[config.mk]
export PLATFORM = sky130hd
export DESIGN_NAME = pipeline_hazard_ctrl
export DESIGN_NICKNAME = d
export VERILOG_FILES = /design/src/rtl/hazard_pkg.sv /design/src/rtl/sat_counter.sv /design/src/rtl/pipeline_hazard_ctrl.sv
export SDC_FILE = /design/constraint.sdc
export NUM_CORES = 1
export LEC_CHECK = 0
export BUFFER_PORTS_ARGS = -buffer_cell sky130_fd_sc_hd__buf_2
export CAP_MARGIN = 20
export CORE_ASPECT_RATIO = 1.4
export CORE_MARGIN = 3
export CORE_UTILIZATION = 40
export CTS_BUF_LIST = sky130_fd_sc_hd__clkbuf_8
export DETAILED_ROUTE_END_ITERATION = 8
export HOLD_SLACK_MARGIN = 0.08
export SLEW_MARGIN = 20
export SYNTH_ARGS = -nofsm -noshare
export SYNTH_HDL_FRONTEND = slang
export SYNTH_SLANG_ARGS = --single-unit
[constraint.sdc]
create_clock -name clk -period 2.1 [get_ports clk]
set_clock_uncertainty 0.15 [all_clocks]
set_input_delay 0.315 -clock clk [delete_from_list [all_inputs] [get_ports clk]]
set_output_delay 0.315 -clock clk [all_outputs]
set_load 0.02 [all_outputs]
[src/rtl/hazard_pkg.sv]
// Shared definitions for the pipeline hazard controller and the EX/MEM stage control groups.
package hazard_pkg;

    // Sequencing state of the hazard controller
    typedef enum logic [1:0] {
        RUN      = 2'd0,
        MEM_WAIT = 2'd1,
        TIMEOUT  = 2'd2
    } hz_state_t;

    // Architectural zero register; never a real load destination
    localparam logic [4:0] REG_ZERO = 5'd0;

    // Bit positions of the M control group carried by ID_EX and EX_MEM
    localparam int unsigned M_W             = 3;
    localparam int unsigned M_MEM_WRITE_BIT = 0;
    localparam int unsigned M_MEM_READ_BIT  = 1;
    localparam int unsigned M_BRANCH_BIT    = 2;

    // Load in ID_EX writes a register the instruction in IF_ID reads
    function automatic logic load_use_hit(
        input logic       mem_read,
        input logic [4:0] ex_rt,
        input logic [4:0] id_rs,
        input logic [4:0] id_rt,
        input logic       id_uses_rt
    );
        return mem_read && (ex_rt != REG_ZERO) &&
               ((ex_rt == id_rs) || (id_uses_rt && (ex_rt == id_rt)));
    endfunction

endpackage

[src/rtl/sat_counter.sv]
// Saturating up-counter with synchronous active-high clear.
module sat_counter #(
    parameter int unsigned CNT_W = 16
) (
    input  logic             clk,
    input  logic             rst,
    input  logic             inc,
    output logic [CNT_W-1:0] count
);

    logic [CNT_W-1:0] r_count;

    // Count up on inc, holding at the all-ones value
    always_ff @(posedge clk) begin
        if (rst) begin
            r_count <= '0;
        end else if (inc && (r_count != {CNT_W{1'b1}})) begin
            r_count <= r_count + CNT_W'(1);
        end
    end

    assign count = r_count;

endmodule

[src/rtl/pipeline_hazard_ctrl.sv]
// Hazard and sequencing controller for the five-stage MIPS pipeline:
// load-use stalls, MEM-stage branch flushes, data-memory wait/timeout.
module pipeline_hazard_ctrl
    import hazard_pkg::*;
#(
    parameter int unsigned WAIT_MAX = 16,
    parameter int unsigned CNT_W    = 16
) (
    input  logic             clk,
    input  logic             rst,
    input  logic [4:0]       id_rs,
    input  logic [4:0]       id_rt,
    input  logic             id_uses_rt,
    input  logic             ex_mem_read,
    input  logic [4:0]       ex_rt,
    input  logic             mem_branch,
    input  logic             mem_zero,
    input  logic             mem_access,
    input  logic             dmem_ready,
    output logic             pc_write,
    output logic             if_id_write,
    output logic             pipe_write,
    output logic             id_ex_bubble,
    output logic             mem_wb_bubble,
    output logic             pc_src,
    output logic             flush_if_id,
    output logic             flush_id_ex,
    output logic             flush_ex_mem,
    output logic             err_timeout,
    output logic [CNT_W-1:0] stall_cnt,
    output logic [CNT_W-1:0] flush_cnt
);

    localparam int unsigned WAIT_W = 16;

    hz_state_t         r_state;
    logic [WAIT_W-1:0] r_wait_cnt;
    logic              r_err_timeout;

    logic w_mem_wait;
    logic w_taken;
    logic w_load_use;
    logic w_active;
    logic w_wait_limit;
    logic w_stall_inc;
    logic w_flush_inc;

    // Hazard decode and counter increment qualifiers
    always_comb begin
        w_mem_wait   = mem_access & ~dmem_ready;
        w_taken      = mem_branch & mem_zero;
        w_load_use   = load_use_hit(ex_mem_read, ex_rt, id_rs, id_rt, id_uses_rt);
        w_active     = ~rst & (r_state != TIMEOUT);
        w_wait_limit = (({1'b0, r_wait_cnt} + 17'd1) >= 17'(WAIT_MAX));
        w_stall_inc  = w_active & (w_mem_wait | (~w_taken & w_load_use));
        w_flush_inc  = w_active & ~w_mem_wait & w_taken;
    end

    // Per-cycle pipeline controls by priority: reset, timeout, wait, branch, load-use
    always_comb begin
        pc_write      = 1'b1;
        if_id_write   = 1'b1;
        pipe_write    = 1'b1;
        id_ex_bubble  = 1'b0;
        mem_wb_bubble = 1'b0;
        pc_src        = 1'b0;
        flush_if_id   = 1'b0;
        flush_id_ex   = 1'b0;
        flush_ex_mem  = 1'b0;
        if (rst) begin
            pc_write      = 1'b0;
            if_id_write   = 1'b0;
            pipe_write    = 1'b0;
            id_ex_bubble  = 1'b1;
            mem_wb_bubble = 1'b1;
            flush_if_id   = 1'b1;
            flush_id_ex   = 1'b1;
            flush_ex_mem  = 1'b1;
        end else if ((r_state == TIMEOUT) || w_mem_wait) begin
            pc_write      = 1'b0;
            if_id_write   = 1'b0;
            pipe_write    = 1'b0;
            mem_wb_bubble = 1'b1;
        end else if (w_taken) begin
            pc_src        = 1'b1;
            flush_if_id   = 1'b1;
            flush_id_ex   = 1'b1;
            flush_ex_mem  = 1'b1;
        end else if (w_load_use) begin
            pc_write      = 1'b0;
            if_id_write   = 1'b0;
            id_ex_bubble  = 1'b1;
        end
    end

    // Sequencing state, consecutive-wait counter and sticky timeout flag
    always_ff @(posedge clk) begin
        if (rst) begin
            r_state       <= RUN;
            r_wait_cnt    <= '0;
            r_err_timeout <= 1'b0;
        end else begin
            unique case (r_state)
                RUN, MEM_WAIT: begin
                    if (w_mem_wait) begin
                        r_wait_cnt <= r_wait_cnt + WAIT_W'(1);
                        if (w_wait_limit) begin
                            r_state       <= TIMEOUT;
                            r_err_timeout <= 1'b1;
                        end else begin
                            r_state <= MEM_WAIT;
                        end
                    end else begin
                        r_state    <= RUN;
                        r_wait_cnt <= '0;
                    end
                end
                TIMEOUT: begin
                    r_state       <= TIMEOUT;
                    r_err_timeout <= 1'b1;
                end
                default: begin
                    r_state    <= RUN;
                    r_wait_cnt <= '0;
                end
            endcase
        end
    end

    assign err_timeout = r_err_timeout;

    sat_counter #(.CNT_W(CNT_W)) u_stall_cnt (
        .clk   (clk),
        .rst   (rst),
        .inc   (w_stall_inc),
        .count (stall_cnt)
    );

    sat_counter #(.CNT_W(CNT_W)) u_flush_cnt (
        .clk   (clk),
        .rst   (rst),
        .inc   (w_flush_inc),
        .count (flush_cnt)
    );

endmodule

Word-level counts from Yosys, hierarchy flattened. Index checks and enable logic that the tools add are counted.

Add/sub/neg operators: 4. Order comparisons: 1. Eq/ne operators: 9. Multiplexer cells: 24. Bitwise operators: 12. Reductions and logical operators: 12.

Operator list (number): 16-bit by 1-bit adder with 16-bit output, second input constant (3); 16-bit != test, second input constant (2); 16-bit one-hot mux with 2 select lines (1); 1-bit two-way mux (18); 16-bit by 1-bit adder with 17-bit output, second input constant (1); 17-bit by 5-bit greater-or-equal comparator with 1-bit output, second input constant (1); 16-bit two-way mux (1); 5-bit == test (2); 1-bit AND (7); 2-bit != test, second input constant (3); 1-bit logical AND (5); 5-bit nonzero test (1); 2-bit two-way mux (2); 1-bit NOT (4); 2-bit one-hot mux with 2 select lines (1); 3-bit AND reduction (1); 2-bit by 1-bit == test with 1-bit output, second input constant (1); 2-bit == test, second input constant (1); 2-bit zero test (1); 1-bit logical OR (2); 1-bit one-hot mux with 2 select lines (1); 2-bit nonzero test (1); 2-bit OR reduction (1); 1-bit bitwise OR (1).

Bits in registers: 51. Input port bits: 23. Output and inout bits: 42. Word-level logic and storage cells: 67.

Depth between registers and ports, before layout.
Depth after elaboration: 8. Gate-level depth with buffers: 9. Depth with buffers taken out: 7.

Cells and area by module. Synthesis repeated with hierarchy kept, for this count alone.

Cells, all modules: 379. Area, all modules: 3148.0 um^2.

By module, submodules not included: sat_counter (instances 2, cells each 99, area each 848.3 um^2); pipeline_hazard_ctrl (instances 1, cells each 181, area each 1451.4 um^2).

Least setup slack after synthesis. No wires, ideal clock.

Kind: register to register. Start: register u_stall_cnt.r_count[0] (netlist: u_stall_cnt.count[0]). End: register u_stall_cnt.r_count[13] (netlist: u_stall_cnt.count[13]). Library setup time: 121 ps. Arrival: 2092 ps. Required time: 1829 ps. Setup slack: -263 ps. Stages on the path, launching flop included: 9. Path buffers: 1. Clock period less this slack: 2363 ps. Cells stage by stage: dfxtp_1 ha_1 nand4_1 nor4_1 or4_1 o21a_1 buf_6 nor4_1 mux2_2.

Longest elaborated chain between the ends: 2.

RTL lines: start, declared (line sat_counter.sv:11) `logic [CNT_W-1:0] r_count;`; start signal, assigned (line sat_counter.sv:18) `r_count <= r_count + CNT_W'(1);`; parallel branches: the longest is 2 deep, another holds 16-bit by 1-bit adder with 16-bit output.

Parallel ways; which one is timed is not known. A chain may end at the register's enable or synchronous reset.

Worst setup path in the final report.
Start: register u_stall_cnt.r_count[0] (netlist: u_stall_cnt.count[0]). End: register u_stall_cnt.r_count[6] (netlist: u_stall_cnt.count[6]).

Same word-level chain as after synthesis.

==> results.md <==
* Status: finished, violations left
* Failing checks: setup timing
* First-pass GRT wire length at 12,600 um
* DR vias at 2,976
* Slowest-stage cell, CP: or4_1
* Routability cong. at approximately 0.84
* Pin count of the biggest net entering global routing at 25
* End of the worst register-to-register path: u_stall_cnt.count[6]$_SDFFE_PP0P_
* Worst hold path class: input port to flop
* DP HPWL at about 5500 um
* Rows at 35
* TritonCTS Sinks at 51
* Worst-case reg-to-reg path depth at 9
* CP Launch Type: flop
* Yosys top cell by area: dfxtp_1
* DIE AREA at 0.00791 mm2
* Tmin final at 2300 ps
* NetSw at between 400 and 500 uW
* # IOs at 65
* Number of synthesized flops with an enable pin at 0
* Min-delay src: rst
* Crit path max fanout at 22
* Cell Area, Synth at 0.00275 mm2
* Met3 wire len at 252 um
* Post-place setup slack at -304 ps
* Crit path launch: u_stall_cnt.count[0]$_SDFFE_PP0P_
* Clock share of power at a little under two fifths
* R2r setup slk at -200 ps
* WP data arrival at 2390 ps
* Avg Cell Area, Syn at roughly 7.9 um2
* Wl on met1 at 3240 um
* TritonCTS buffer count at 5
* Worst Slack Setup Final at -198 ps
* Clk Latency, worst-skew pair at slightly above 300 ps
* CP Capture Type: flop
* Routed Antenna Nets at 0
* Synthesis-to-layout area growth at 42.3%
* PD cells at 482 mW/mm2
* Synth top area share at 37.2%
* Sw frac at 24.7%
* Count leader, synth: dfxtp_1
* Cell family with the largest share of critical-path delay: simple AND/OR/NAND/NOR gates
* Via density at 5.30
* Number of synthesized register bits at between 50 and 60
* H-tree Lvls at 2
* Setup crit end: u_stall_cnt.count[6]$_SDFFE_PP0P_
* Drt wl/cell at 13.4 um
* GRT Total Usage at 18.9%
* Finished Cell Area at about 0.0039 mm2
* Final hold viol count at 0
* Slew @ Worst Pin at 348 ps
* Final Setup Violations at 14
* # diodes at 0
* Req. time, crit path at 2190 ps
* Register area share after synthesis at 37.2%
* CP Class: flop to flop
* Worst Path Buf+Inv at 2
* Die H at ~100 um
* Distinct cell type count after synthesis at 41
* Register share of total power at 51.7%
* # port buffers at 64
* Primary FF master, synth: dfxtp_1
* Final period util at 109%
* Gate Count Post-Synth at 347
* Width of the die at 76.0 um
* Area after DPL at 0.00362 mm2
* Fmax at 435 MHz
* Reg clk slew, reported paths at between 100 and 150 ps
* Reg-to-Reg Start: u_stall_cnt.count[0]$_SDFFE_PP0P_
* Initial core utilization at ~42%
* Rel. slew slack at 76.5%
* Clk root buf: clkbuf_8
* GRT overflow at 0
* Commonest cells in the netlist: 51 x dfxtp_1, 38 x o21ai_0, 35 x nand2_1, 35 x nor2_1, 16 x xor2_1
* Syn nets at 374
* Initial antenna violation count at 0
* Comb power frac at about a tenth
* Cells along the critical path: ha_4, nand4_1, nor4_1, or4_1, o21a_1, buf_12, buf_4, or3_1, a21oi_2
* Routed wire length at 7550 um
* Core area at 0.00661 mm2
* Internal power at 1.42 mW
* Leakage at 1.62 nW
* Peak VDD IR at 0.357 mV
* Layout cell share with drive strength beyond 1 at 35.4%
* DR pass1 iterations at 4
* CTS tree: yes
* Max Cap Violations at 0
* Starting DRC count in detailed routing at 116
* DR top layer: met4
* Top cells by area, synth: dfxtp_1 37%, o21ai_0 6.9%, xor2_1 5.1%
* Met2 WL post-DR at 3940 um
* Clk buf depth at 2
* Max Slew Vio Count at 0
* Drt drc at 0
* Critical Path Max Stage Delay at 410 ps
* Post-CTS Hold Buffers at 0
* Fin nets at 495
* Yosys warns at 0
* Critical Path Stages at 9
* Asr flop ratio synth at 0%
* Vias in the first global route at 2,790
* Unrepaired setup endpoints after global routing: yes
==> cell families after synthesis <==
logic type      synth area share, %
buf+inv                        4.28
simple gates                   28.0
mux                            1.55
fa+ha+maj                      1.82
compound gates                 19.5
flops                          37.2
xor+xnor                       7.65
==> power groups by stage <==
stage	logic (mW)	clock network [mW]	registers, mW
3_3_place_gp	0.172	0	0.998
6_report	0.194	0.716	0.975
5_1_grt	0.213	0.779	0.977
2_1_floorplan	0.0906	0	1.00
4_1_cts	0.185	0.734	0.975
3_5_place_dp	0.174	0	0.998
==> worst min path at each step <==
stage	endpoint	slack (ps)	cells past startpoint
5_1_grt	u_stall_cnt.count[6]$_SDFFE_PP0P_	190	3
4_1_cts	u_stall_cnt.count[6]$_SDFFE_PP0P_	180	3
6_report	u_stall_cnt.count[6]$_SDFFE_PP0P_	180	3
3_5_place_dp	u_flush_cnt.count[1]$_SDFFE_PP0P_	350	2
3_3_place_gp	u_flush_cnt.count[1]$_SDFFE_PP0P_	340	2
2_1_floorplan	r_wait_cnt[2]$_SDFFE_PP0N_	330	1
==> tightest hold or removal path: stages <==
cell	delay [ps]
buf_2	120
buf_4	130
a21oi_2	30
==> placed cells by master (no fill, tap or decap), types with 2 or more instances in the layout <==
cell       netlist  layout
o311ai_0         2       2
nor4_1           8       5
and4_1           2       2
dfxtp_2          0       2
and3_1           6       6
nor3_1           8       5
nor2b_1          2       2
clkbuf_8         0       5
nand2_1         35      35
nor3_2           0       2
o21ai_0         38      37
or3_1           14      13
o31a_1           4       4
dfxtp_1         51      48
xnor2_1          8       8
o41ai_1          5       5
o21a_1           6       6
o211ai_1         2       2
inv_1            9       9
buf_4            3      67
o31ai_1          6       5
nor4_2           0       2
a21o_1           2       2
ha_1             4       2
mux2i_1          2       2
a22o_1           2       2
o2111ai_1        3       2
nand3_1         15      14
nand4_1         13      13
a21oi_1         14       9
xor2_1          16      16
or4_1            5       4
nor2_1          35      33
and2_1           3       3
buf_6            1       4
a21oi_2          0       5
nand2b_1         3       3
nor2_4           0       2
buf_2            1      59
==> state kept, by name, summed over array words and instances, names as in the netlist <==
register           count
err_timeout            1
r_state                2
u_stall_cnt.count     16
u_flush_cnt.count     16
r_wait_cnt            16
==> final cells by class <==
type / count / area [um2]
clock buffer: 5 / 68.8
clock inverter: 3 / 46.3
fill: 623 / 2700
inverter: 9 / 33.8
multi-input combinational: 270 / 1760
sequential: 51 / 1030
tap: 92 / 115
timing repair buffer: 131 / 863
==> per-layer routing <==
| metal | vias up | track usage (%) |
|---|---|---|
| met2 | 51 | 34.1 |
| met5 | - | 0 |
| li1 | 1505 | - |
| met1 | 1412 | 22.4 |
| met3 | 8 | 3.55 |
| met4 | 0 | 6.35 |
==> through the flow <==
| step | power (mW) | utilization, % | TNS [ps] | hold slack [ps] | instances |
|---|---|---|---|---|---|
| 2_1_floorplan | 1.09 | - | -706 | 330 | 347 |
| 3_3_place_gp | 1.17 | 54.8 | -2360 | 343 | 550 |
| 3_5_place_dp | 1.17 | 54.8 | -3240 | 352 | 550 |
| 4_1_cts | 1.89 | 57.6 | -1670 | 179 | 559 |
| 5_1_grt | 1.97 | 59.1 | -3490 | 187 | 561 |
| 6_report | 1.89 | 59.1 | -1560 | 183 | 561 |
==> repair_timing <==
item | 4_1_cts | 5_1_grt
setup endpoints to repair | 24 | 36
pin swaps | 7 | 11
gates resized for setup | 14 | 18
buffers inserted | 1 | 2
No activity file was read; power rests on OpenSTA's default activity.
